### config.mk
export PLATFORM = sky130hd
export DESIGN_NAME = hit_bitmap_store
export DESIGN_NICKNAME = d
export VERILOG_FILES = /design/src/rtl/hit_store_pkg.sv /design/src/rtl/bitmap_ram_dp.sv /design/src/rtl/hit_bitmap_store.sv
export SDC_FILE = /design/constraint.sdc
export NUM_CORES = 1
export LEC_CHECK = 0
export CORE_MARGIN = 4
export CORE_UTILIZATION = 51
export DETAILED_ROUTE_END_ITERATION = 10
export PLACE_DENSITY = 0.72
export SLEW_MARGIN = 20
export SYNTH_ARGS = -nofsm -noshare
export SYNTH_HDL_FRONTEND = slang
export SYNTH_SLANG_ARGS = --single-unit
### constraint.sdc
create_clock -name clock -period 4.3 [get_ports clock]
set_input_delay 1.29 -clock clock [delete_from_list [all_inputs] [get_ports clock]]
set_output_delay 1.29 -clock clock [all_outputs]
set_load 0.02 [all_outputs]
### src/rtl/hit_store_pkg.sv
// Shared types for the hit bitmap store: FSM states, drain targets and
// the index-width helper used to derive default parameter values.
package hit_store_pkg;

  typedef enum logic [1:0] {
    ST_CLEAR,
    ST_ACCUM,
    ST_DRAIN,
    ST_READOUT
  } state_e;

  typedef enum logic {
    DRAIN_TO_READ,
    DRAIN_TO_CLEAR
  } drain_tgt_e;

  function automatic int unsigned index_bits(input int unsigned n);
    return (n > 1) ? $clog2(n) : 1;
  endfunction

endpackage

### src/rtl/bitmap_ram_dp.sv
// Dual-port bitmap storage: port A writes, port B reads with one cycle of
// latency and returns the pre-write contents on a same-address collision.
module bitmap_ram_dp
  import hit_store_pkg::*;
#(
  parameter int unsigned NROWS        = 16,
  parameter int unsigned WORDLENGTH   = 16,
  parameter int unsigned ROWINDEXBITS = index_bits(NROWS)
) (
  input  logic                    clock,
  input  logic                    a_we,
  input  logic [ROWINDEXBITS-1:0] a_addr,
  input  logic [WORDLENGTH-1:0]   a_wdata,
  input  logic                    b_en,
  input  logic [ROWINDEXBITS-1:0] b_addr,
  output logic [WORDLENGTH-1:0]   b_rdata
);

  // NOTE: the array has no reset; the owner zeroes it row by row after reset.
  logic [WORDLENGTH-1:0] mem [NROWS];
  logic [WORDLENGTH-1:0] b_rdata_q;

  always_ff @(posedge clock) begin
    if (a_we) mem[a_addr] <= a_wdata;
  end

  // Output register holds while b_en is low, which the readout uses as its stall.
  always_ff @(posedge clock) begin
    if (b_en) b_rdata_q <= mem[b_addr];
  end

  assign b_rdata = b_rdata_q;

endmodule

### src/rtl/hit_bitmap_store.sv
// Hit bitmap store: accumulates (row, col) hits by read-modify-write,
// clears on command and streams the bitmap out row by row.
module hit_bitmap_store
  import hit_store_pkg::*;
#(
  parameter int unsigned NROWS         = 16,
  parameter int unsigned WORDLENGTH    = 16,
  parameter int unsigned ROWINDEXBITS  = index_bits(NROWS),
  parameter int unsigned COLINDEXBITS  = index_bits(WORDLENGTH),
  parameter bit          CLEAR_ON_READ = 1'b0
) (
  input  logic                    clock,
  input  logic                    reset,
  input  logic                    hit_valid,
  output logic                    hit_ready,
  input  logic [ROWINDEXBITS-1:0] hit_row,
  input  logic [COLINDEXBITS-1:0] hit_col,
  input  logic                    clear_start,
  input  logic                    read_start,
  output logic                    rd_valid,
  input  logic                    rd_ready,
  output logic [WORDLENGTH-1:0]   rd_data,
  output logic [ROWINDEXBITS-1:0] rd_row,
  output logic                    rd_last,
  output logic                    busy
);

  localparam int unsigned IDXW = ROWINDEXBITS + 1;

  typedef logic [WORDLENGTH-1:0]   word_t;
  typedef logic [ROWINDEXBITS-1:0] row_t;
  typedef logic [IDXW-1:0]         idx_t;

  state_e     state_q, state_d;
  drain_tgt_e tgt_q, tgt_d;
  idx_t       idx_q, idx_d;

  logic  s1_valid_q, s1_valid_d;
  row_t  s1_row_q, s1_row_d;
  word_t s1_mask_q, s1_mask_d;
  logic  s1_byp_q, s1_byp_d;
  word_t s1_byp_data_q, s1_byp_data_d;
  logic  s2_valid_q, s2_valid_d;
  row_t  s2_row_q, s2_row_d;
  word_t s2_data_q, s2_data_d;

  logic rd_valid_q, rd_valid_d;
  row_t rd_row_q, rd_row_d;
  logic rd_last_q, rd_last_d;

  logic  ram_a_we, ram_b_en;
  row_t  ram_a_addr, ram_b_addr;
  word_t ram_a_wdata, ram_b_rdata;

  logic  rd_issue, rd_fire, pipe_empty;
  logic  hit_take, hit_merge, hit_bypass, hit_alloc;
  word_t hit_mask, s1_base;

  // NOTE: state updates use non-blocking assignments so every flop samples
  // pre-edge values regardless of statement order.
  always_ff @(posedge clock) begin
    if (reset) begin
      state_q       <= ST_CLEAR;
      tgt_q         <= DRAIN_TO_READ;
      idx_q         <= '0;
      s1_valid_q    <= 1'b0;
      s1_row_q      <= '0;
      s1_mask_q     <= '0;
      s1_byp_q      <= 1'b0;
      s1_byp_data_q <= '0;
      s2_valid_q    <= 1'b0;
      s2_row_q      <= '0;
      s2_data_q     <= '0;
      rd_valid_q    <= 1'b0;
      rd_row_q      <= '0;
      rd_last_q     <= 1'b0;
    end else begin
      state_q       <= state_d;
      tgt_q         <= tgt_d;
      idx_q         <= idx_d;
      s1_valid_q    <= s1_valid_d;
      s1_row_q      <= s1_row_d;
      s1_mask_q     <= s1_mask_d;
      s1_byp_q      <= s1_byp_d;
      s1_byp_data_q <= s1_byp_data_d;
      s2_valid_q    <= s2_valid_d;
      s2_row_q      <= s2_row_d;
      s2_data_q     <= s2_data_d;
      rd_valid_q    <= rd_valid_d;
      rd_row_q      <= rd_row_d;
      rd_last_q     <= rd_last_d;
    end
  end

  // NOTE: every signal gets a default before the case so no path infers a latch.
  always_comb begin
    state_d     = state_q;
    tgt_d       = tgt_q;
    idx_d       = idx_q;
    rd_valid_d  = rd_valid_q;
    rd_row_d    = rd_row_q;
    rd_last_d   = rd_last_q;
    hit_ready   = 1'b0;
    rd_issue    = 1'b0;
    ram_a_we    = 1'b0;
    ram_a_addr  = s2_row_q;
    ram_a_wdata = s2_data_q;
    pipe_empty  = !s1_valid_q && !s2_valid_q;
    rd_fire     = rd_valid_q && rd_ready;

    unique case (state_q)
      ST_CLEAR: begin
        ram_a_we    = 1'b1;
        ram_a_addr  = row_t'(idx_q);
        ram_a_wdata = '0;
        if (idx_q == idx_t'(NROWS - 1)) begin
          state_d = ST_ACCUM;
          idx_d   = '0;
        end else begin
          idx_d = idx_q + idx_t'(1);
        end
      end
      ST_ACCUM: begin
        hit_ready = 1'b1;
        ram_a_we  = s2_valid_q;
        if (clear_start) begin
          state_d = ST_DRAIN;
          tgt_d   = DRAIN_TO_CLEAR;
        end else if (read_start) begin
          state_d = ST_DRAIN;
          tgt_d   = DRAIN_TO_READ;
        end
      end
      ST_DRAIN: begin
        ram_a_we = s2_valid_q;
        if (pipe_empty) begin
          state_d = (tgt_q == DRAIN_TO_CLEAR) ? ST_CLEAR : ST_READOUT;
          idx_d   = '0;
        end
      end
      ST_READOUT: begin
        // Prefetch the next row whenever the output slot frees up this cycle.
        if (!rd_valid_q || rd_ready) begin
          rd_issue   = idx_q < idx_t'(NROWS);
          rd_valid_d = rd_issue;
          if (rd_issue) begin
            rd_row_d  = row_t'(idx_q);
            rd_last_d = (idx_q == idx_t'(NROWS - 1));
            idx_d     = idx_q + idx_t'(1);
          end
        end
        if (rd_fire && rd_last_q) state_d = ST_ACCUM;
        if (CLEAR_ON_READ && rd_fire) begin
          ram_a_we    = 1'b1;
          ram_a_addr  = rd_row_q;
          ram_a_wdata = '0;
        end
      end
      default: state_d = ST_CLEAR;
    endcase
  end

  // RMW pipeline: a hit to the row in S1 folds into S1; a hit to the row being
  // written takes the write data instead of the stale RAM read.
  always_comb begin
    hit_take   = hit_valid && hit_ready && (idx_t'(hit_row) < idx_t'(NROWS));
    hit_mask   = word_t'(1) << hit_col;
    hit_merge  = hit_take && s1_valid_q && (hit_row == s1_row_q);
    hit_bypass = hit_take && s2_valid_q && (hit_row == s2_row_q);
    hit_alloc  = hit_take && !hit_merge;

    s1_valid_d    = hit_alloc;
    s1_row_d      = hit_row;
    s1_mask_d     = hit_mask;
    s1_byp_d      = hit_bypass;
    s1_byp_data_d = s2_data_q;

    s1_base    = s1_byp_q ? s1_byp_data_q : ram_b_rdata;
    s2_valid_d = s1_valid_q;
    s2_row_d   = s1_row_q;
    s2_data_d  = s1_base | s1_mask_q | (hit_merge ? hit_mask : '0);

    ram_b_en   = rd_issue || hit_alloc;
    ram_b_addr = rd_issue ? row_t'(idx_q) : hit_row;
  end

  bitmap_ram_dp #(
    .NROWS       (NROWS),
    .WORDLENGTH  (WORDLENGTH),
    .ROWINDEXBITS(ROWINDEXBITS)
  ) u_ram (
    .clock  (clock),
    .a_we   (ram_a_we),
    .a_addr (ram_a_addr),
    .a_wdata(ram_a_wdata),
    .b_en   (ram_b_en),
    .b_addr (ram_b_addr),
    .b_rdata(ram_b_rdata)
  );

  assign rd_valid = rd_valid_q;
  assign rd_data  = rd_valid_q ? ram_b_rdata : '0;
  assign rd_row   = rd_row_q;
  assign rd_last  = rd_valid_q && rd_last_q;
  assign busy     = (state_q != ST_ACCUM);

endmodule

==> results of run 1 <==
==> kinds of logic after synthesis <==
group / Yosys count / share of synthesized area [%]
mux: 2 / 0.130
buf+inv: 137 / 3.62
compound gates: 379 / 16.6
fa+ha+maj: 8 / 0.612
xor+xnor: 11 / 0.589
simple gates: 598 / 19.6
flops: 345 / 58.9
==> layer usage <==
layer	vias up	routed length [um]	GRT usage [%]
met1	6005	18300	34.7
met2	560	19900	37.2
met5	-	0	0
met3	76	4350	4.67
li1	5526	-	-
met4	0	979	6.48
==> synth_stat cells (36+ instances only) <==
| cell type | n |
|---|---|
| a22oi_1 | 60 |
| nor2b_1 | 60 |
| o21ai_0 | 54 |
| nor2_1 | 99 |
| clkbuf_1 | 86 |
| nand2b_1 | 131 |
| o22ai_1 | 36 |
| dfxtp_1 | 73 |
| or3b_2 | 49 |
| edfxtp_1 | 272 |
| a211oi_1 | 92 |
| a32oi_1 | 50 |
| nand2_1 | 183 |
==> power groups by stage <==
stage / Sequential, mW / Combinational [mW] / Clock, mW
2_1_floorplan: 3.91 / 0.599 / 0
5_1_grt: 3.89 / 0.967 / 3.15
3_5_place_dp: 3.94 / 0.871 / 0
3_3_place_gp: 3.93 / 0.842 / 0
4_1_cts: 3.87 / 0.876 / 3.01
6_report: 3.88 / 0.896 / 2.97
==> how the worst max path moves through the flow <==
stage | depth (start not counted) | endpoint | slack [ns] | from
floorplan | 6 | u_ram.b_rdata[0] | 0.65 | hit_row[1]
global placement | 6 | u_ram.b_rdata[2] | 0.29 | rd_ready
detailed placement | 6 | u_ram.b_rdata[1] | 0.26 | rd_ready
CTS | 6 | u_ram.b_rdata[1] | 0.78 | rd_ready
global route | 6 | u_ram.b_rdata[2] | 0.65 | rd_ready
finish | 6 | u_ram.b_rdata[2] | 0.70 | rd_ready
==> final cells by class <==
type	instances	area, um^2	area share [%]
timing repair buffer	84	741	4.05
inverter	12	45.0	0.246
tap	402	503	2.75
multi-input combinational	998	6230	34.1
sequential	345	9630	52.7
clock inverter	12	65.1	0.356
clock buffer	53	1060	5.80
==> registers in the layout (all words and copies together) (netlist names) <==
| register | flops |
|---|---|
| idx_q | 5 |
| s1_mask_q | 16 |
| s1_valid_q | 1 |
| u_ram.b_rdata | 16 |
| tgt_q | 1 |
| u_ram.mem | 256 |
| s1_byp_data_q | 16 |
| state_q | 2 |
| s1_row_q | 4 |
| rd_valid | 1 |
| s1_byp_q | 1 |
| s2_row_q | 4 |
| s2_valid_q | 1 |
| rd_last_q | 1 |
| s1_byp_data_d | 16 |
| rd_row | 4 |
==> cell usage in the layout, fill, tap and decap left out, types with 10 or more instances in the layout <==
master,instances
a211oi_1,91
a21oi_1,33
a22oi_1,60
a311oi_1,33
a32oi_1,50
and2_1,17
and4_1,13
buf_4,46
clkbuf_1,10
clkbuf_16,39
clkdlybuf4s50_1,35
dfxtp_1,71
edfxtp_1,272
inv_1,11
nand2_1,183
nand2b_1,130
nor2_1,93
nor2b_1,44
nor2b_2,15
nor3_1,13
o21ai_0,53
o22ai_1,36
or3b_2,49
==> through the flow <==
step | cells | cell area, um^2 | hold slack [ns]
after floorplan | 1480 | 16400 | 0.430
after detailed placement | 1841 | 17100 | 0.446
after global placement | 1841 | 17100 | 0.437
after global routing | 1906 | 18300 | 0.466
final | 1906 | 18300 | 0.455
after CTS | 1906 | 18200 | 0.455
==> flow_summary.ini, run 1 <==
[synth]
synthArstFlopShare_pct = 0
ys.flop_type = edfxtp_1
syn_inst = 1480
synth_top_area_cell = edfxtp_1
synth_seq_cells = 345
seq_area_frac_synth_pct = 58.9
synth_edf_count = 272
synth_warnings = 0
synth_area_um2 = 16400
avgSynthCellArea_um2 = 11.0
synth_top_area_share_pct = 49.9
synth_cell_types = 57
syn-num-nets = 1502
yosys-top-cells-area = edfxtp_1 50%, dfxtp_1 8.9%, nand2b_1 5.0%, a211oi_1 4.2%, nand2_1 4.2%

[clocking]
clk_pin_slew_ns = 0.06
cts_tree = built
cts_inserted_buffers = 37
clock_path_buffers = 3
htreeDepth = 2
post_cts_resize_count = 0
cts_root_buf = clkbuf_16
post_cts_buffers = 0
cts_hold_buffers = 0
clkSinkCount = 345
clock_latency_ns = 0.52

[sta]
rsz0062_at_grt = no
max_freq_mhz = 278
finalCritPeriodShare_pct = 83.8
slew_headroom_pct = 20.2
slew_violations = 0
fin_crit_ns = 3.60
post-route-worst-setup-slack_ns = 0.697
worstMarginPinSlew_ns = 1.19
fin_setup_tns_ns = 0
fin_skew_ns = 0.0129
setup_violations = 0
hold_viol = 0

[worst_setup_path]
ff2ff_setup_slack_ns = 0.87
cp.arrival_ns = 3.86
r2r_end = u_ram.b_rdata[7]
path_cells = clkdlybuf4s50_1 -> nand2b_4 -> nand2_2 -> a311oi_1 -> o22ai_1 -> or4_1
cp_slowest_stage_delay_ns = 0.59
criticalPathCategory = input pin to register
crit_family = simple AND/OR/NAND/NOR gates
required_ns = 4.55
end_kind = register
cp_max_fo = 30
r2r_start = state_q[1]
worst-path-buf-inv = 1
reg2reg_depth = 9
start_kind = input pin
crit_slowest_cell = clkdlybuf4s50_1

[power]
power_leakage_nw = 6.04
power.density_nw_per_um2 = 423
seqPwrFrac_pct = 50.1
swShare_pct = 24.9
intPower_mw = 5.81
comb_power_share_pct = 11.6
vdd_ir_drop_max_uv = 261
power_mw = 7.74
switching_power_mw = 1.93
p_clk_share_pct = 38.4

[drt]
dr.first_iter.drc_count = 1397
firstDrtPassIters = 6
via_per_inst = 6.38
final_antenna_net_count = 0
wl_per_cell_um = 22.8
routed-via-count = 12167
wirelength_mm = 43.5
drc = 0

[worst_hold_path]
min_to = s1_byp_data_q[10]
holdCritStartpoint = s1_byp_data_d[10]
hp-class = register to register
min_path_cells = 1

[floorplan]
core-area_um2 = 31600
die_y_um = 187
start_util_pct = 51.8
num_rows = 65
io_pins = 38
dieArea_um2 = 35000
die_width_um = 187

[global_routing]
grt_start_max_net_pins = 97
overflow = 0
antenna_found_initial = 0
first_global_vias = 11450
track_usage_pct = 23.9
grt_pass1_wl_mm = 66.8

[placement]
portBuffers = 37
hpwl_mm = 26.1
place_ws_ns = 0.255
gp_congestion = 0.900

[layout]
area_growth_pct = 11.8
fillers = 2553
n_antenna_cell = 0
nets = 1500
utilization_pct = 57.9
drive_gt1_share_pct = 12.6

[flow_run]
maxCapViolations = 0

[outcome]
status = finished clean
Power figures use the tool's default switching activity.
==> run 2, diff against run 1 <==
- clock period: 4.3 -> 3.7 ns (I/O delays scaled with it)
==> flow_summary.ini, run 2 (same netlist as run 1, synthesis figures left out) <==
[outcome]
status = finished clean

[power]
intPower_mw = 6.94
switching_power_mw = 2.28
power_leakage_nw = 6.37
p_clk_share_pct = 39.6
vdd_ir_drop_max_uv = 323
swShare_pct = 24.7
power_mw = 9.22
comb_power_share_pct = 11.6
seqPwrFrac_pct = 48.8
power.density_nw_per_um2 = 490

[layout]
nets = 1548
seqCellArea_um2 = 9630
area_growth_pct = 15.1
final_common_cell = edfxtp_1
design_area_um2 = 18800
fillers = 2500
largest_reg_flops = 256
regMostFlops = u_ram.mem
final_cell_mix = 272 x edfxtp_1, 183 x nand2_1, 130 x nand2b_1
final_cells = 1958
multiInputGateArea_um2 = 6190
drive_gt1_share_pct = 14.7

[worst_setup_path]
path_cells = and2_1 -> clkdlybuf4s50_1
end_kind = output pin
worst-path-buf-inv = 1
crit_slowest_cell = dfxtp_1
crit_start = rd_valid
start_kind = register
ff2ff_setup_slack_ns = 0.66
critical_path_depth = 2
endpoint = rd_data[10]
cp_max_fo = 21
r2r_start = state_q[0]
criticalPathCategory = register to output pin
cp.arrival_ns = 2.14
crit_family = flip-flops
required_ns = 2.59
cp_slowest_stage_delay_ns = 0.76
r2r_end = u_ram.b_rdata[15]
reg2reg_depth = 7

[sta]
slew_headroom_pct = 24.4
fin_skew_ns = 0.0215
max_freq_mhz = 307
setup_violations = 0
fin_crit_ns = 3.25
worstMarginPinSlew_ns = 1.13
slew_violations = 0
finalCritPeriodShare_pct = 87.9
hold_viol = 0
hold_ws_ns = 0.451
rsz0062_at_grt = no
post-route-worst-setup-slack_ns = 0.447

[clocking]
post_cts_resize_count = 0
htreeDepth = 2
cts_hold_buffers = 0
clkSinkCount = 345
clk_pin_slew_ns = 0.06
post_cts_buffers = 0
clock_latency_ns = 0.53
cts_root_buf = clkbuf_16
clock_path_buffers = 3
cts_inserted_buffers = 37
cts_tree = built

[flow_run]
maxCapViolations = 0

[placement]
place_area_um2 = 17600
place_inst = 1889
gp_congestion = 0.929
hpwl_mm = 27.5
portBuffers = 37
place_ws_ns = -0.0181

[global_routing]
grt_pass1_wl_mm = 69.1
antenna_found_initial = 2
grt_start_max_net_pins = 88
track_usage_pct = 24.8
first_global_vias = 11798
overflow = 0

[drt]
drc = 0
via_per_inst = 6.37
dr.first_iter.drc_count = 1565
final_antenna_net_count = 0
wirelength_mm = 44.8
wl_per_cell_um = 22.9
routed-via-count = 12469
firstDrtPassIters = 6

[floorplan]
dieArea_um2 = 35000
io_pins = 38
num_rows = 65
die_width_um = 187
start_util_pct = 51.8
core-area_um2 = 31600
die_y_um = 187

[worst_hold_path]
hp-class = register to register
## run 2: cell count changes in the layout (fill, tap and decap cells not counted), sizes merged
cell	previous run	this run
buf	49	97
clkbuf	53	44
clkinv	10	19
bufinv	0	3
clkinvlp	2	1
diode	0	1
inv	12	13
## run 2: power by group through the flow
stage | clock, mW | combinational, mW | sequential (mW)
global route | 3.87 | 1.16 | 4.52
global placement | 0 | 1.03 | 4.57
CTS | 3.71 | 1.06 | 4.50
finish | 3.65 | 1.07 | 4.50
detailed placement | 0 | 1.06 | 4.58
floorplan | 0 | 0.696 | 4.54
## run 2: worst min-delay path, stage by stage (launching register included)
cell,delay (ns)
dfxtp_1,0.30
nand2_1,0.05
a21oi_1,0.05
## run 2: area by class of cell
| class | instances | area share (%) |
|---|---|---|
| clock inverters | 24 | 1.18 |
| well taps | 402 | 2.67 |
| multi-input cells | 998 | 32.9 |
| inverters | 12 | 0.239 |
| repair buffers | 132 | 6.52 |
| flip-flops and latches | 345 | 51.2 |
| clock buffers | 44 | 5.28 |
| diodes | 1 | 0.0133 |
## run 2: worst min path at each step
stage / start / endpoint / slack, ns / cells past startpoint
2_1_floorplan: s1_byp_data_d[0] / s1_byp_data_q[0] / 0.43 / 1
5_1_grt: s1_byp_data_d[12] / s1_byp_data_q[12] / 0.48 / 1
3_3_place_gp: rd_last_q / rd_last_q / 0.44 / 2
3_5_place_dp: s1_byp_data_d[6] / s1_byp_data_q[6] / 0.44 / 1
6_report: rd_last_q / rd_last_q / 0.45 / 2
4_1_cts: rd_last_q / rd_last_q / 0.45 / 2
## run 2: routing by layer
metal / track usage, % / up-vias / share of wire [%]
met5: 0 / - / 0
met4: 6.60 / 0 / 2.2
met3: 3.51 / 85 / 10
met2: 40.2 / 678 / 47
met1: 35.4 / 6090 / 41
li1: - / 5616 / -
## run 2: stage by stage
step	setup TNS, ns	utilization [%]
finish	0	59.6
global route	0	59.6
CTS	0	59.6
detailed placement	-0.0324	55.8
global placement	0	55.8
floorplan	0	-
==> run 3, diff against run 2 <==
- CORE_ASPECT_RATIO: unset -> 0.5
==> flow_summary.ini, run 3 (same netlist as run 1, synthesis figures left out) <==
[sta]
hold_viol = 0
fin_crit_ns = 3.41
worstMarginPinSlew_ns = 1.07
slew_headroom_pct = 28.5
fin_setup_tns_ns = 0
slew_violations = 0
hold_ws_ns = 0.460
max_freq_mhz = 294
finalCritPeriodShare_pct = 92.0
fin_skew_ns = 0.0141
setup_violations = 0
rsz0062_at_grt = no

[layout]
area_growth_pct = 12.4
utilization_pct = 58.1
largest_reg_flops = 256
regMostFlops = u_ram.mem
nets = 1513
final_cell_mix = 272 x edfxtp_1, 183 x nand2_1, 130 x nand2b_1
drive_gt1_share_pct = 12.2
final_common_cell = edfxtp_1
n_antenna_cell = 0

[placement]
gp_congestion = 0.862
hpwl_mm = 26.5
portBuffers = 37

[worst_setup_path]
ff2ff_setup_slack_ns = 0.68
cp_max_fo = 21
start_kind = register
required_ns = 2.59
criticalPathCategory = register to output pin
crit_family = flip-flops
cp_slowest_stage_delay_ns = 0.85
cp.arrival_ns = 2.30
worst-path-buf-inv = 1
end_kind = output pin
crit_slowest_cell = dfxtp_1
path_cells = and2_1 -> clkdlybuf4s50_1

[power]
power_mw = 8.71
power_leakage_nw = 6.12
power.density_nw_per_um2 = 473
vdd_ir_drop_max_uv = 319

[flow_run]
maxCapViolations = 0

[floorplan]
core-area_um2 = 31700
die_y_um = 135
die_width_um = 261
io_pins = 38
num_rows = 46
start_util_pct = 51.7
dieArea_um2 = 35200

[drt]
dr.first_iter.drc_count = 1566
final_antenna_net_count = 0
drc = 0
via_per_inst = 6.25
firstDrtPassIters = 6
wl_per_cell_um = 22.2
routed-via-count = 12165
wirelength_mm = 43.2

[clocking]
clkSinkCount = 345
cts_inserted_buffers = 31
post_cts_resize_count = 0
post_cts_buffers = 0
clock_path_buffers = 3
cts_hold_buffers = 0
clk_pin_slew_ns = 0.06
cts_tree = built
htreeDepth = 1
clock_latency_ns = 0.59
cts_root_buf = clkbuf_16

[global_routing]
track_usage_pct = 24.1
grt_start_max_net_pins = 83
overflow = 0
grt_pass1_wl_mm = 65.9
antenna_found_initial = 1
first_global_vias = 11641

[outcome]
status = finished clean

[worst_hold_path]
hp-class = register to register
==> run 3: cell types whose count changed in the layout (fill, tap and decap cells not counted), sizes merged <==
cell,change
buf,-29
clkbuf,-4
bufinv,-1
diode,-1
clkinv,-7
==> run 3: per-stage QoR <==
step	worst slack, ns	area [um^2]	std cells
3_5_place_dp	0.0307	17400	1890
5_1_grt	0.200	18400	1946
3_3_place_gp	0.122	17400	1890
6_report	0.295	18400	1946
4_1_cts	0.292	18400	1946
2_1_floorplan	0.227	16400	1480
==> run 3: worst register-to-register path, stage by stage (launching register included) <==
cell and delay (ns):
dfxtp_1 0.42, ha_1 0.21, and2b_2 0.52, buf_4 0.49
a22oi_1 0.18, a311oi_1 0.31, o22ai_1 0.14, or4_1 0.50
==> run 3: worst paths after layout <==
path / to / startpoint / cells past startpoint
worst max-delay path: rd_data[13] / rd_valid / 2
worst min-delay path: rd_last_q / rd_last_q / 2
worst max register to register: u_ram.b_rdata[15] / state_q[1] / 7
worst min register to register: rd_last_q / rd_last_q / 2
==> run 3: metal layers <==
layer | global-route usage (%) | vias to the layer above | wire [um]
met5 | 0 | - | 13
met4 | 6.19 | 2 | 1240
met3 | 4.80 | 107 | 3670
met2 | 39.8 | 522 | 20000
met1 | 33.0 | 5990 | 18300
li1 | - | 5544 | -
==> run 3: report_power, final <==
group	switching [mW]	total (mW)	internal (mW)
combinational	0.624	0.987	0.363
sequential	0.138	4.54	4.40
clock	1.43	3.18	1.75
total	2.19	8.71	6.52
==> run 3: final cells by class <==
| type | instances | area (um^2) |
|---|---|---|
| inverters | 12 | 45.0 |
| well taps | 432 | 541 |
| multi-input cells | 998 | 6170 |
| flip-flops and latches | 345 | 9630 |
| repair buffers | 103 | 1010 |
| fillers | 2492 | 13300 |
| clock buffers | 40 | 843 |
| clock inverters | 16 | 143 |
